## src/rtl/wired0_pkg.sv

```systemverilog
// Shared types for the wiredleg divider control slice: the operation encoding,
// the controller state set and a couple of operand helpers.
package wired0_pkg;

  localparam int DATA_W = 32;
  localparam logic [DATA_W-1:0] ALL_ONES = '1;

  typedef enum logic [1:0] {
    OP_DIV  = 2'd0,
    OP_MOD  = 2'd1,
    OP_DIVU = 2'd2,
    OP_MODU = 2'd3
  } op_e;

  typedef enum logic [2:0] {
    IDLE  = 3'd0,
    START = 3'd1,
    WAIT  = 3'd2,
    HOLD  = 3'd3,
    DRAIN = 3'd4
  } state_e;

  // Bit 0 of the encoding selects remainder, bit 1 selects unsigned.
  function automatic logic op_is_rem(input op_e op);
    return op[0];
  endfunction

  function automatic logic op_is_signed(input op_e op);
    return !op[1];
  endfunction

endpackage

```

## src/rtl/wiredleg_div_fast.sv

```systemverilog
// Iterative radix-4 divider: operands are made positive on start, two restoring
// steps run per cycle for 16 cycles, and signs are reapplied on the outputs.
module wiredleg_div_fast
  import wired0_pkg::*;
(
  input  logic              clk,
  input  logic              i_rst_n,
  input  logic              i_start,
  input  logic              i_sign,
  input  logic [DATA_W-1:0] i_a,
  input  logic [DATA_W-1:0] i_b,
  output logic              o_busy,
  output logic [DATA_W-1:0] o_quo,
  output logic [DATA_W-1:0] o_rem
);

  logic              r_busy;
  logic [3:0]        r_cnt;
  logic [DATA_W-1:0] r_rem;
  logic [DATA_W-1:0] r_quo;
  logic [DATA_W-1:0] r_div;
  logic              r_neg_q;
  logic              r_neg_r;

  logic [2*DATA_W-1:0] w_s1;
  logic [2*DATA_W-1:0] w_s2;
  logic                w_neg_a;
  logic                w_neg_b;

  // One restoring step; the partial remainder is always below the divisor, so the
  // 32-bit subtraction is exact once the shifted-out bit joins the compare.
  function automatic logic [2*DATA_W-1:0] div_step(input logic [DATA_W-1:0] rem,
                                                  input logic [DATA_W-1:0] quo,
                                                  input logic [DATA_W-1:0] d);
    logic [DATA_W:0]   r;
    logic              ge;
    logic [DATA_W-1:0] nr;
    r  = {rem, quo[DATA_W-1]};
    ge = r[DATA_W] || (r[DATA_W-1:0] >= d);
    nr = ge ? (r[DATA_W-1:0] - d) : r[DATA_W-1:0];
    return {nr, quo[DATA_W-2:0], ge};
  endfunction

  assign w_s1    = div_step(r_rem, r_quo, r_div);
  assign w_s2    = div_step(w_s1[2*DATA_W-1:DATA_W], w_s1[DATA_W-1:0], r_div);
  assign w_neg_a = i_sign && i_a[DATA_W-1];
  assign w_neg_b = i_sign && i_b[DATA_W-1];

  // NOTE: the datapath registers are reset along with the control bits so the
  // result ports read zero after reset instead of carrying stale operands.
  always_ff @(posedge clk) begin
    if (!i_rst_n) begin
      r_busy  <= 1'b0;
      r_cnt   <= '0;
      r_rem   <= '0;
      r_quo   <= '0;
      r_div   <= '0;
      r_neg_q <= 1'b0;
      r_neg_r <= 1'b0;
    end else if (i_start) begin
      r_busy  <= 1'b1;
      r_cnt   <= '0;
      r_rem   <= '0;
      r_quo   <= w_neg_a ? -i_a : i_a;
      r_div   <= w_neg_b ? -i_b : i_b;
      r_neg_q <= w_neg_a ^ w_neg_b;
      r_neg_r <= w_neg_a;
    end else if (r_busy) begin
      r_rem <= w_s2[2*DATA_W-1:DATA_W];
      r_quo <= w_s2[DATA_W-1:0];
      r_cnt <= r_cnt + 4'd1;
      if (r_cnt == 4'd15) r_busy <= 1'b0;
    end
  end

  assign o_busy = r_busy;
  assign o_quo  = r_neg_q ? -r_quo : r_quo;
  assign o_rem  = r_neg_r ? -r_rem : r_rem;

endmodule

```

## src/rtl/wiredleg_div_ctrl.sv

```systemverilog
// Single-operation divide/modulo controller wrapping wiredleg_div_fast: accepts one
// tagged op, bypasses divide-by-zero, holds the result until consumed, honours flush.
module wiredleg_div_ctrl
  import wired0_pkg::*;
#(
  parameter int TAG_W = 5
) (
  input  logic              clk,
  input  logic              rst,
  input  logic              in_valid,
  output logic              in_ready,
  input  logic [1:0]        in_op,
  input  logic [DATA_W-1:0] in_a,
  input  logic [DATA_W-1:0] in_b,
  input  logic [TAG_W-1:0]  in_tag,
  input  logic              flush,
  output logic              out_valid,
  input  logic              out_ready,
  output logic [DATA_W-1:0] out_data,
  output logic [TAG_W-1:0]  out_tag
);

  state_e            r_state;
  logic [DATA_W-1:0] r_a;
  logic [DATA_W-1:0] r_b;
  logic              r_sign;
  logic              r_sel;
  logic [TAG_W-1:0]  r_tag;

  op_e               w_op;
  logic              w_accept;
  logic              w_div_start;
  logic              w_div_busy;
  logic [DATA_W-1:0] w_quo;
  logic [DATA_W-1:0] w_rem;

  assign w_op     = op_e'(in_op);
  assign in_ready = (r_state == IDLE) && !flush && !rst;
  assign w_accept = in_valid && in_ready;
  // Start is decoded from the state so a flush in START can still suppress it.
  assign w_div_start = (r_state == START) && !flush;

  // NOTE: all state uses non-blocking assignments so every branch below sees the
  // pre-edge values, whatever order the case arms are written in.
  always_ff @(posedge clk or posedge rst) begin
    if (rst) begin
      r_state   <= IDLE;
      r_a       <= '0;
      r_b       <= '0;
      r_sign    <= 1'b0;
      r_sel     <= 1'b0;
      r_tag     <= '0;
      out_valid <= 1'b0;
      out_data  <= '0;
      out_tag   <= '0;
    end else begin
      case (r_state)
        IDLE: begin
          if (w_accept) begin
            r_a    <= in_a;
            r_b    <= in_b;
            r_sign <= op_is_signed(w_op);
            r_sel  <= op_is_rem(w_op);
            r_tag  <= in_tag;
            if (in_b == '0) begin
              out_data  <= op_is_rem(w_op) ? in_a : ALL_ONES;
              out_tag   <= in_tag;
              out_valid <= 1'b1;
              r_state   <= HOLD;
            end else begin
              r_state <= START;
            end
          end
        end
        START: r_state <= flush ? IDLE : WAIT;
        WAIT: begin
          if (flush) begin
            r_state <= DRAIN;
          end else if (!w_div_busy) begin
            out_data  <= r_sel ? w_rem : w_quo;
            out_tag   <= r_tag;
            out_valid <= 1'b1;
            r_state   <= HOLD;
          end
        end
        HOLD: begin
          if (flush || out_ready) begin
            out_valid <= 1'b0;
            r_state   <= IDLE;
          end
        end
        DRAIN: if (!w_div_busy) r_state <= IDLE;
        default: r_state <= IDLE;
      endcase
    end
  end

  wiredleg_div_fast u_div (
    .clk     (clk),
    .i_rst_n (~rst),
    .i_start (w_div_start),
    .i_sign  (r_sign),
    .i_a     (r_a),
    .i_b     (r_b),
    .o_busy  (w_div_busy),
    .o_quo   (w_quo),
    .o_rem   (w_rem)
  );

endmodule

```

## config.mk

```make
export PLATFORM = sky130hd
export DESIGN_NAME = wiredleg_div_ctrl
export DESIGN_NICKNAME = d
export VERILOG_FILES = /design/src/rtl/wired0_pkg.sv /design/src/rtl/wiredleg_div_fast.sv /design/src/rtl/wiredleg_div_ctrl.sv
export SDC_FILE = /design/constraint.sdc
export NUM_CORES = 1
export LEC_CHECK = 0
export CELL_PAD_IN_SITES_DETAIL_PLACEMENT = 1
export CELL_PAD_IN_SITES_GLOBAL_PLACEMENT = 1
export CORE_UTILIZATION = 49
export CTS_CLUSTER_DIAMETER = 120
export DETAILED_ROUTE_END_ITERATION = 10
export PLACE_DENSITY_LB_ADDON = 0.05
export REMOVE_ABC_BUFFERS = 1
export SLEW_MARGIN = 25
export SYNTH_ARGS = -nofsm -noshare
export SYNTH_HDL_FRONTEND = slang
export SYNTH_SLANG_ARGS = --single-unit
```

## constraint.sdc

```tcl
create_clock -name clk -period 13.8 [get_ports clk]
set_clock_uncertainty 0.05 [all_clocks]
set_input_delay 2.76 -clock clk [delete_from_list [all_inputs] [get_ports clk]]
set_output_delay 2.76 -clock clk [all_outputs]
set_load 0.05 [all_outputs]
```

# After elaboration in Yosys (flattened, before gate mapping)

Cells that the tools add are included.

Register bits after elaboration: 215
Output and inout port bits: 39
Logic and storage cells: 97

$lt $le $gt $ge: 2
$add $sub $neg: 7
Equal/unequal tests: 12
Bitwise logic cells: 1
Reduce and logical (&&, ||, !) cells: 22
Multiplexer cells: 37

Operator list:

| operator              | number |
|---|---|
| $mux W32              | 14 |
| $neg A32 Y32          | 4 |
| $ge A32 B32 Y1        | 2 |
| $pmux W32 S2          | 1 |
| $sub A32 B32 Y32      | 2 |
| $logic_not A32 Y1     | 1 |
| $mux W5               | 4 |
| $mux W3               | 5 |
| $pmux W3 S5           | 1 |
| $ne A2 B2 Y1 const B  | 5 |
| $pmux W5 S2           | 1 |
| $mux W1               | 8 |
| $eq A3 B2 Y1 const B  | 2 |
| $logic_and A1 B1 Y1   | 6 |
| $reduce_and A6 Y1     | 1 |
| $reduce_and A5 Y1     | 1 |
| $add A4 B1 Y4 const B | 1 |
| $eq A4 B4 Y1 const B  | 1 |
| $mux W2               | 2 |
| $reduce_and A4 Y1     | 1 |
| $reduce_bool A2 Y1    | 2 |
| $eq A3 B1 Y1 const B  | 1 |
| $eq A3 B3 Y1 const B  | 1 |
| $logic_not A1 Y1      | 3 |
| 9 further kinds       | 11 |

# Longest topological paths before layout

Gate-level depths: netlist of run 1.

Depth after elaboration: 7
Depth in mapped cells: 27
Depth with buffers taken out: 24

# By module

A second synthesis of run 1 with hierarchy kept.

Cells, all modules: 1845
Area total of the unflattened synthesis: 15866.5 µm²

Modules (own cells, without submodules):

| module            | sequential area each (µm²) | area each (µm²) | cells an instance | instances |
|---|---|---|---|---|
| wiredleg_div_fast | 2062.0                     | 10652.7         | 1451              | 1 |
| wiredleg_div_ctrl | 2802.7                     | 5213.8          | 394               | 1 |

# Worst setup path before layout of run 1

OpenSTA, ideal clock, no wires.

Kind: input to output
From: in flush
To: out in_ready
Setup slack: 6.415 ns
Arrival time: 4.575 ns
Required time: 10.990 ns
Stages: 2
Path through: or2_2 -> nor4_1

Cells in the longest elaborated chain, start to end: 3

RTL lines:

| item                              | line                    | text |
|---|---|---|
| start, declared                   | wiredleg_div_ctrl.sv:16 | `input logic flush,` |
| $logic_not A1 Y1                  | wiredleg_div_ctrl.sv:38 | `assign in_ready = (r_state == IDLE) && !flush && !rst;` |
| $logic_and A1 B1 Y1 (2 in series) | wiredleg_div_ctrl.sv:38 |  |
| end, declared                     | wiredleg_div_ctrl.sv:11 | `output logic in_ready,` |

Every way passes these cells.

# Worst setup path in the final report of run 1

Ends and elaborated chain as after synthesis.

==> run metrics, run 1 <==
number of nets in the layout=2,080; vias per cell=6.13; wire length of the first global-routing pass=80.4 mm; dominant cells by area after synthesis=sky130_fd_sc_hd__dfrtp_1, sky130_fd_sc_hd__dfxtp_1, sky130_fd_sc_hd__o21ai_0; average routed wire per standard cell=21.1 um; Final period util=0.597; buffer levels on the longest clock path=3; minimum setup slack in the final design=5.56 ns; most common cell in the synthesized netlist=sky130_fd_sc_hd__o21ai_0; floorplan core area=30,800 sq um; highest achievable clock rate=121 MHz; number of cell instances on the worst register-to-register path=24; I/O Pins=115; Final Max Slew Viols=0; family with the most delay on the worst path=buffers and inverters; share of the yosys chip area belonging to registers=0.314; post-synthesis to final-layout area growth=15.4%; area of the mapped netlist=15,500 sq um; R2R setup slack=6.25 ns; number of setup buffers added after CTS=0; cell type with the largest total area after synthesis=sky130_fd_sc_hd__dfrtp_1; number of library cell types mapped by synthesis=74; actual slew at the worst max-slew pin=1.02 ns; Crit Path Category=primary input to primary output; vias in the first global route=14,700; master cell of the clock root buffer=sky130_fd_sc_hd__clkbuf_16; average instance area after synthesis=8.26 sq um; number of DRC markers after the initial detailed-route iteration=790; cell seen most often among critical-path stages=sky130_fd_sc_hd__clkdlybuf4s50_1; clock tree from TritonCTS=done; worst r2r dst=u_div.r_rem[18]; Post-synth EDFFs=0; RSZ-0062 raised after global routing=false; data arrival time of the critical path=5.43 ns; number of logic stages on the critical path including buffering=4; Post-CTS Hold Buffers=0; DRC Markers=9; largest net degree at the start of global routing=77; Post-Route WL=49.7 mm; total area of sequential cells=4870 sq um; initial antenna violation count=0; max-capacitance violation count=0; number of clock sinks=215; initial cell density of the core=0.502; remaining max-slew budget at the tightest pin=0.316; Critical Path Slowest Stage Cell=sky130_fd_sc_hd__clkdlybuf4s50_1; most instantiated flip-flop cell in the synthesis netlist=sky130_fd_sc_hd__dfrtp_1; number of buffers added by the clock tree synthesis step=27; routability-driven placement congestion ratio=0.930; number of iterations in the first detailed-routing pass=8; vias=14,400; Post-Syn Instances=1,875; most instantiated cells after synthesis=sky130_fd_sc_hd__o21ai_0, sky130_fd_sc_hd__nand2_1, sky130_fd_sc_hd__nor2_1, sky130_fd_sc_hd__a21oi_1, sky130_fd_sc_hd__dfrtp_1; area of the multi-input gates=10,000 sq um; die extent in x=180 um; fraction of layout instances using a drive strength above 1=0.0824; post-CTS sizing=0; status=finished, violations left; share of synthesized registers carrying an async set or reset=0.521; total of warnings raised by yosys=0; violated checks=DRC; maximum fanout along the worst path=8; Final Hold Fails=0; Post-DP HPWL=35.2 mm; top cell type's share of synthesized area=0.181; total overflow reported by the global router=0; Worst Setup EP=in_ready; fill count=3,685; Crit Reg-Reg Startpoint=u_div.r_quo[31]; number of antenna diodes=0; clock latency reported for the late side of the worst-skew pair=0.57 ns; DP Cell Count=2,299; type of the tightest min-delay check=flip-flop to flip-flop; crit path from=flush; data required time of the critical path=10.99 ns; number of placement rows=64; crit-path max cell delay=0.96 ns; H-tree levels=1; antenna viol nets, final=0; TNS Setup=0 ns; CP Buf/Inv Count=2; total of buffers placed on input and output ports=114; sort of element at the start of the critical path=primary input; fin crit period=8.24 ns; Yosys reg bits=215; final setup vio count=0; ordered cell list for the critical path=clkdlybuf4s50_1 -> or2_2 -> nor4_1 -> clkdlybuf4s50_1; fin cells=2,350; clock slew seen by the registers of the worst setup and hold paths=0.06 ns; Total Die Area=32,300 sq um; capturing element type of the critical path=primary output; post-placement worst setup slack=5.86 ns; total routing resource utilization after global routing=0.305; chip height=180 um
-- stage by stage --
step	utilization	area, sq um	hold slack, ns
after floorplan	-	15100	0.376
after global placement	0.547	16900	0.393
after detailed placement	0.547	16900	0.394
after CTS	0.578	17800	0.412
after global routing	0.580	17900	0.426
final	0.580	17900	0.404
-- kinds of logic (layout without fill, tap and decap cells) --
| family | Yosys count | in the layout | share of synthesized area |
|---|---|---|---|
| flops | 215 | 215 | 0.314 |
| compound gates | 567 | 567 | 0.226 |
| fa+ha+maj | 71 | 71 | 0.0583 |
| buf+inv | 172 | 251 | 0.0430 |
| mux | 136 | 136 | 0.0937 |
| xor+xnor | 170 | 170 | 0.0961 |
| simple gates | 544 | 544 | 0.168 |
-- placed cells by master (no fill, tap or decap), types with 6 or more instances in the layout --
cell,instances
sky130_fd_sc_hd__o21bai_1,11
sky130_fd_sc_hd__o21ai_1,14
sky130_fd_sc_hd__and3_1,8
sky130_fd_sc_hd__dfrtp_1,111
sky130_fd_sc_hd__xnor2_1,98
sky130_fd_sc_hd__nand3b_1,36
sky130_fd_sc_hd__nand2b_1,14
sky130_fd_sc_hd__clkdlybuf4s50_1,113
sky130_fd_sc_hd__o31a_1,6
sky130_fd_sc_hd__ha_1,69
sky130_fd_sc_hd__nand3_1,13
sky130_fd_sc_hd__xor2_1,72
sky130_fd_sc_hd__nor2b_1,8
sky130_fd_sc_hd__dfxtp_1,102
sky130_fd_sc_hd__o31ai_1,27
sky130_fd_sc_hd__a311oi_1,6
sky130_fd_sc_hd__mux2_2,72
sky130_fd_sc_hd__o21a_1,9
sky130_fd_sc_hd__or3_1,17
sky130_fd_sc_hd__or4_1,15
sky130_fd_sc_hd__a21o_1,27
sky130_fd_sc_hd__clkbuf_16,27
sky130_fd_sc_hd__o41ai_1,12
sky130_fd_sc_hd__o21ai_0,206
sky130_fd_sc_hd__nor2_1,168
sky130_fd_sc_hd__a31oi_1,13
sky130_fd_sc_hd__a211oi_1,62
sky130_fd_sc_hd__mux2i_1,64
sky130_fd_sc_hd__nor3_1,25
sky130_fd_sc_hd__and2_1,7
sky130_fd_sc_hd__a21oi_1,127
sky130_fd_sc_hd__inv_1,72
sky130_fd_sc_hd__buf_4,12
sky130_fd_sc_hd__nor4_1,24
sky130_fd_sc_hd__nand2_1,171
sky130_fd_sc_hd__nand4_1,14
-- state kept, by name, summed over array words and instances (netlist names), 3 cells and up --
register,count
r_state,3
u_div.r_rem,32
u_div.r_cnt,4
r_b,32
out_data,32
out_tag,5
u_div.r_div,32
r_tag,5
u_div.r_quo,32
r_a,32
-- worst register-to-register path, stage by stage, from the launching register on --
cell and delay, ns:
sky130_fd_sc_hd__dfxtp_1 0.35, sky130_fd_sc_hd__inv_1 0.07, sky130_fd_sc_hd__ha_1 0.19, sky130_fd_sc_hd__inv_1 0.07, sky130_fd_sc_hd__fa_1 0.40, sky130_fd_sc_hd__a21oi_1 0.22
sky130_fd_sc_hd__nor2_1 0.08, sky130_fd_sc_hd__o31ai_1 0.31, sky130_fd_sc_hd__nand3b_1 0.23, sky130_fd_sc_hd__o31ai_1 0.47, sky130_fd_sc_hd__a31o_2 0.67, sky130_fd_sc_hd__buf_4 0.42
sky130_fd_sc_hd__o21ai_0 0.22, sky130_fd_sc_hd__ha_1 0.40, sky130_fd_sc_hd__and4_1 0.26, sky130_fd_sc_hd__and4_1 0.24, sky130_fd_sc_hd__a21oi_1 0.21, sky130_fd_sc_hd__a21boi_1 0.10
sky130_fd_sc_hd__a311o_1 0.38, sky130_fd_sc_hd__a31o_2 0.26, sky130_fd_sc_hd__a221oi_1 0.25, sky130_fd_sc_hd__a21boi_4 0.64, sky130_fd_sc_hd__buf_4 0.50, sky130_fd_sc_hd__mux2i_1 0.32
sky130_fd_sc_hd__a211oi_1 0.10
-- final cells by class --
type                    count  area share
clock buffers              37      0.0427
clock inverters            13      0.0104
inverters                  73      0.0155
multi-input cells        1488       0.560
flip-flops and latches    215       0.273
well taps                 396      0.0277
repair buffers            128      0.0708
-- per-layer routing --
metal,track usage,part of all wire,vias up
met5,0,0,-
met4,0.0866,0.029,0
met3,0.0284,0.030,72
met2,0.545,0.50,264
met1,0.390,0.45,7194
li1,-,-,6885
-- worst min path at each step --
stage                          from  slack (ns)  cells past startpoint               to
finish              u_div.r_div[30]        0.40                      2  u_div.r_div[30]
global route        u_div.r_div[30]        0.43                      2  u_div.r_div[30]
CTS                 u_div.r_div[30]        0.41                      2  u_div.r_div[30]
detailed placement  u_div.r_div[30]        0.39                      2  u_div.r_div[30]
global placement    u_div.r_div[30]        0.39                      2  u_div.r_div[30]
floorplan           u_div.r_div[30]        0.38                      2  u_div.r_div[30]
Power of run 1 is not shown: default switching activity piles up to over one toggle a cycle in this logic, so the estimate is an artifact.
==> run 2, diff against run 1 <==
- CORE_UTILIZATION: 49 -> 41
- clock period: 13.8 -> 7.4 ns (I/O delays scaled with it)
==> run 2 against run 1 <==
Against the previous run: the run now ends clean; count of clock-buffer cells in the layout grew 5; first-iteration DRC count shrank 23%; global-route usage shrank 4.2 points; final area grew 1.1%; critical path type is now flip-flop to flip-flop.
==> run metrics, run 2 (synthesis gave the netlist of run 1 again) <==
cell seen most often among critical-path stages=sky130_fd_sc_hd__a21o_1; data required time of the critical path=7.76 ns (-3.23 ns); Final Max Slew Viols=0 (unchanged); number of iterations in the first detailed-routing pass=5 (-3); most used cells in the layout excluding fill and tap cells=sky130_fd_sc_hd__o21ai_0, sky130_fd_sc_hd__nand2_1, sky130_fd_sc_hd__nor2_1; actual slew at the worst max-slew pin=1.04 ns (+0.0234 ns); number of nets in the layout=2,085 (+0.24%); Final period util=0.874; routability-driven placement congestion ratio=0.936 (+0.69%); max-capacitance violation count=0 (unchanged); number of DRC markers after the initial detailed-route iteration=609 (-23%); fin cells=2,464 (+4.9%); final setup vio count=0 (unchanged); most common cell after layout, fill and taps aside=sky130_fd_sc_hd__o21ai_0; Total Die Area=38,600 sq um (+19%); chip height=196 um (+9.2%); buffer levels on the longest clock path=3 (unchanged); Crit Path Category=flip-flop to flip-flop; H-tree levels=1 (unchanged); fin crit period=6.47 ns; Post-DP HPWL=37.2 mm (+5.5%); instance area after placement=17,000 sq um (+0.99%); master cell of the clock root buffer=sky130_fd_sc_hd__clkbuf_16; total of buffers placed on input and output ports=114 (unchanged); type of the tightest min-delay check=flip-flop to flip-flop; total overflow reported by the global router=0 (unchanged); number of buffers added by the clock tree synthesis step=28 (+3.7%); DP Cell Count=2,412 (+4.9%); antenna viol nets, final=0 (unchanged); sort of element at the start of the critical path=flip-flop; total routing resource utilization after global routing=0.263 (-0.0424); RSZ-0062 raised after global routing=false; fraction of layout instances using a drive strength above 1=0.0837 (+0.00128); clock tree from TritonCTS=done; Post-CTS Hold Buffers=0 (unchanged); initial antenna violation count=0 (unchanged); vias per cell=5.75 (-6.3%); post-CTS sizing=0 (unchanged); number of antenna diodes=0 (unchanged); Critical Path Slowest Stage Cell=sky130_fd_sc_hd__a31o_2; CP Buf/Inv Count=4 (+2); post-synthesis to final-layout area growth=16.6%; crit-path max cell delay=0.55 ns (-0.41 ns); floorplan core area=36,900 sq um (+20%); post-placement worst setup slack=0.951 ns (-4.91 ns); Design Area, Final=18,100 sq um (+1.1%); DRC Markers=0 (-9); initial cell density of the core=0.420 (-0.0823); minimum setup slack in the final design=0.930 ns (-4.63 ns); vias in the first global route=14,500 (-1.3%); data arrival time of the critical path=6.83 ns (+1.40 ns); clock slew seen by the registers of the worst setup and hold paths=0.06 ns (about the same); status=finished clean; number of placement rows=70 (+9.4%); Final Hold Fails=0 (unchanged); highest achievable clock rate=155 MHz; clock latency reported for the late side of the worst-skew pair=0.57 ns (about the same); maximum fanout along the worst path=27 (+19); number of setup buffers added after CTS=0 (unchanged); vias=14,200 (-1.7%); largest net degree at the start of global routing=79 (+2.6%); average routed wire per standard cell=20.3 um (-3.9%); wire length of the first global-routing pass=80.8 mm (+0.49%); family with the most delay on the worst path=compound AO/OA/AOI/OAI gates; number of clock sinks=215 (unchanged); die extent in x=196 um (+9.2%); capturing element type of the critical path=flip-flop; remaining max-slew budget at the tightest pin=0.305 (-0.0110); Post-Route WL=50.1 mm (+0.81%); I/O Pins=115 (unchanged)
run 2: worst paths after layout:
check | startpoint | end | slack (ns) | cells past startpoint
setup / recovery | u_div.r_quo[31] | u_div.r_rem[14] | 0.93 | 25
hold / removal | u_div.r_div[31] | u_div.r_div[31] | 0.40 | 2
setup reg to reg | u_div.r_quo[31] | u_div.r_rem[14] | 0.93 | 25
hold reg to reg | u_div.r_div[31] | u_div.r_div[31] | 0.40 | 2
max in group asynchronous | rst | r_a[10] | 5.10 | 3
min in group asynchronous | rst | r_b[14] | 1.12 | 2
run 2: tightest hold or removal path: stages (launching register included):
cell                      delay [ns]
sky130_fd_sc_hd__dfxtp_1        0.31
sky130_fd_sc_hd__nand2_1        0.05
sky130_fd_sc_hd__a21oi_1        0.05
run 2: metal layers:
| layer | global-route usage | wire, um | vias to the layer above |
|---|---|---|---|
| met5 | 0 | 0 | - |
| met4 | 0.0703 | 1320 | 0 |
| met3 | 0.0272 | 1440 | 80 |
| met2 | 0.451 | 24000 | 223 |
| met1 | 0.350 | 23300 | 6967 |
| li1 | - | - | 6896 |
run 2: area by class of cell:
cell class                      count  area (sq um)
Tap cell                          504           631
Clock buffer                       42           835
Inverter                           73           277
Multi-Input combinational cell   1488         10000
Sequential cell                   215          4870
Timing Repair Buffer              132          1270
Fill cell                        4370         18800
Clock inverter                     10           183
run 2: through the flow:
step | hold slack (ns) | setup TNS [ns] | util
floorplan | 0.376 | -21.69 | -
global placement | 0.397 | 0 | 0.462
detailed placement | 0.402 | 0 | 0.462
CTS | 0.407 | 0 | 0.490
global route | 0.440 | 0 | 0.490
finish | 0.405 | 0 | 0.490
Power of run 2 is left out for the same reason.
==> run 3, diff against run 2 <==
- SKIP_CTS_REPAIR_TIMING: not set -> 1
==> results of run 3 <==
No change in the layout: final DEF, timing and power equal those of run 2.
Power of run 3 is left out for the same reason.
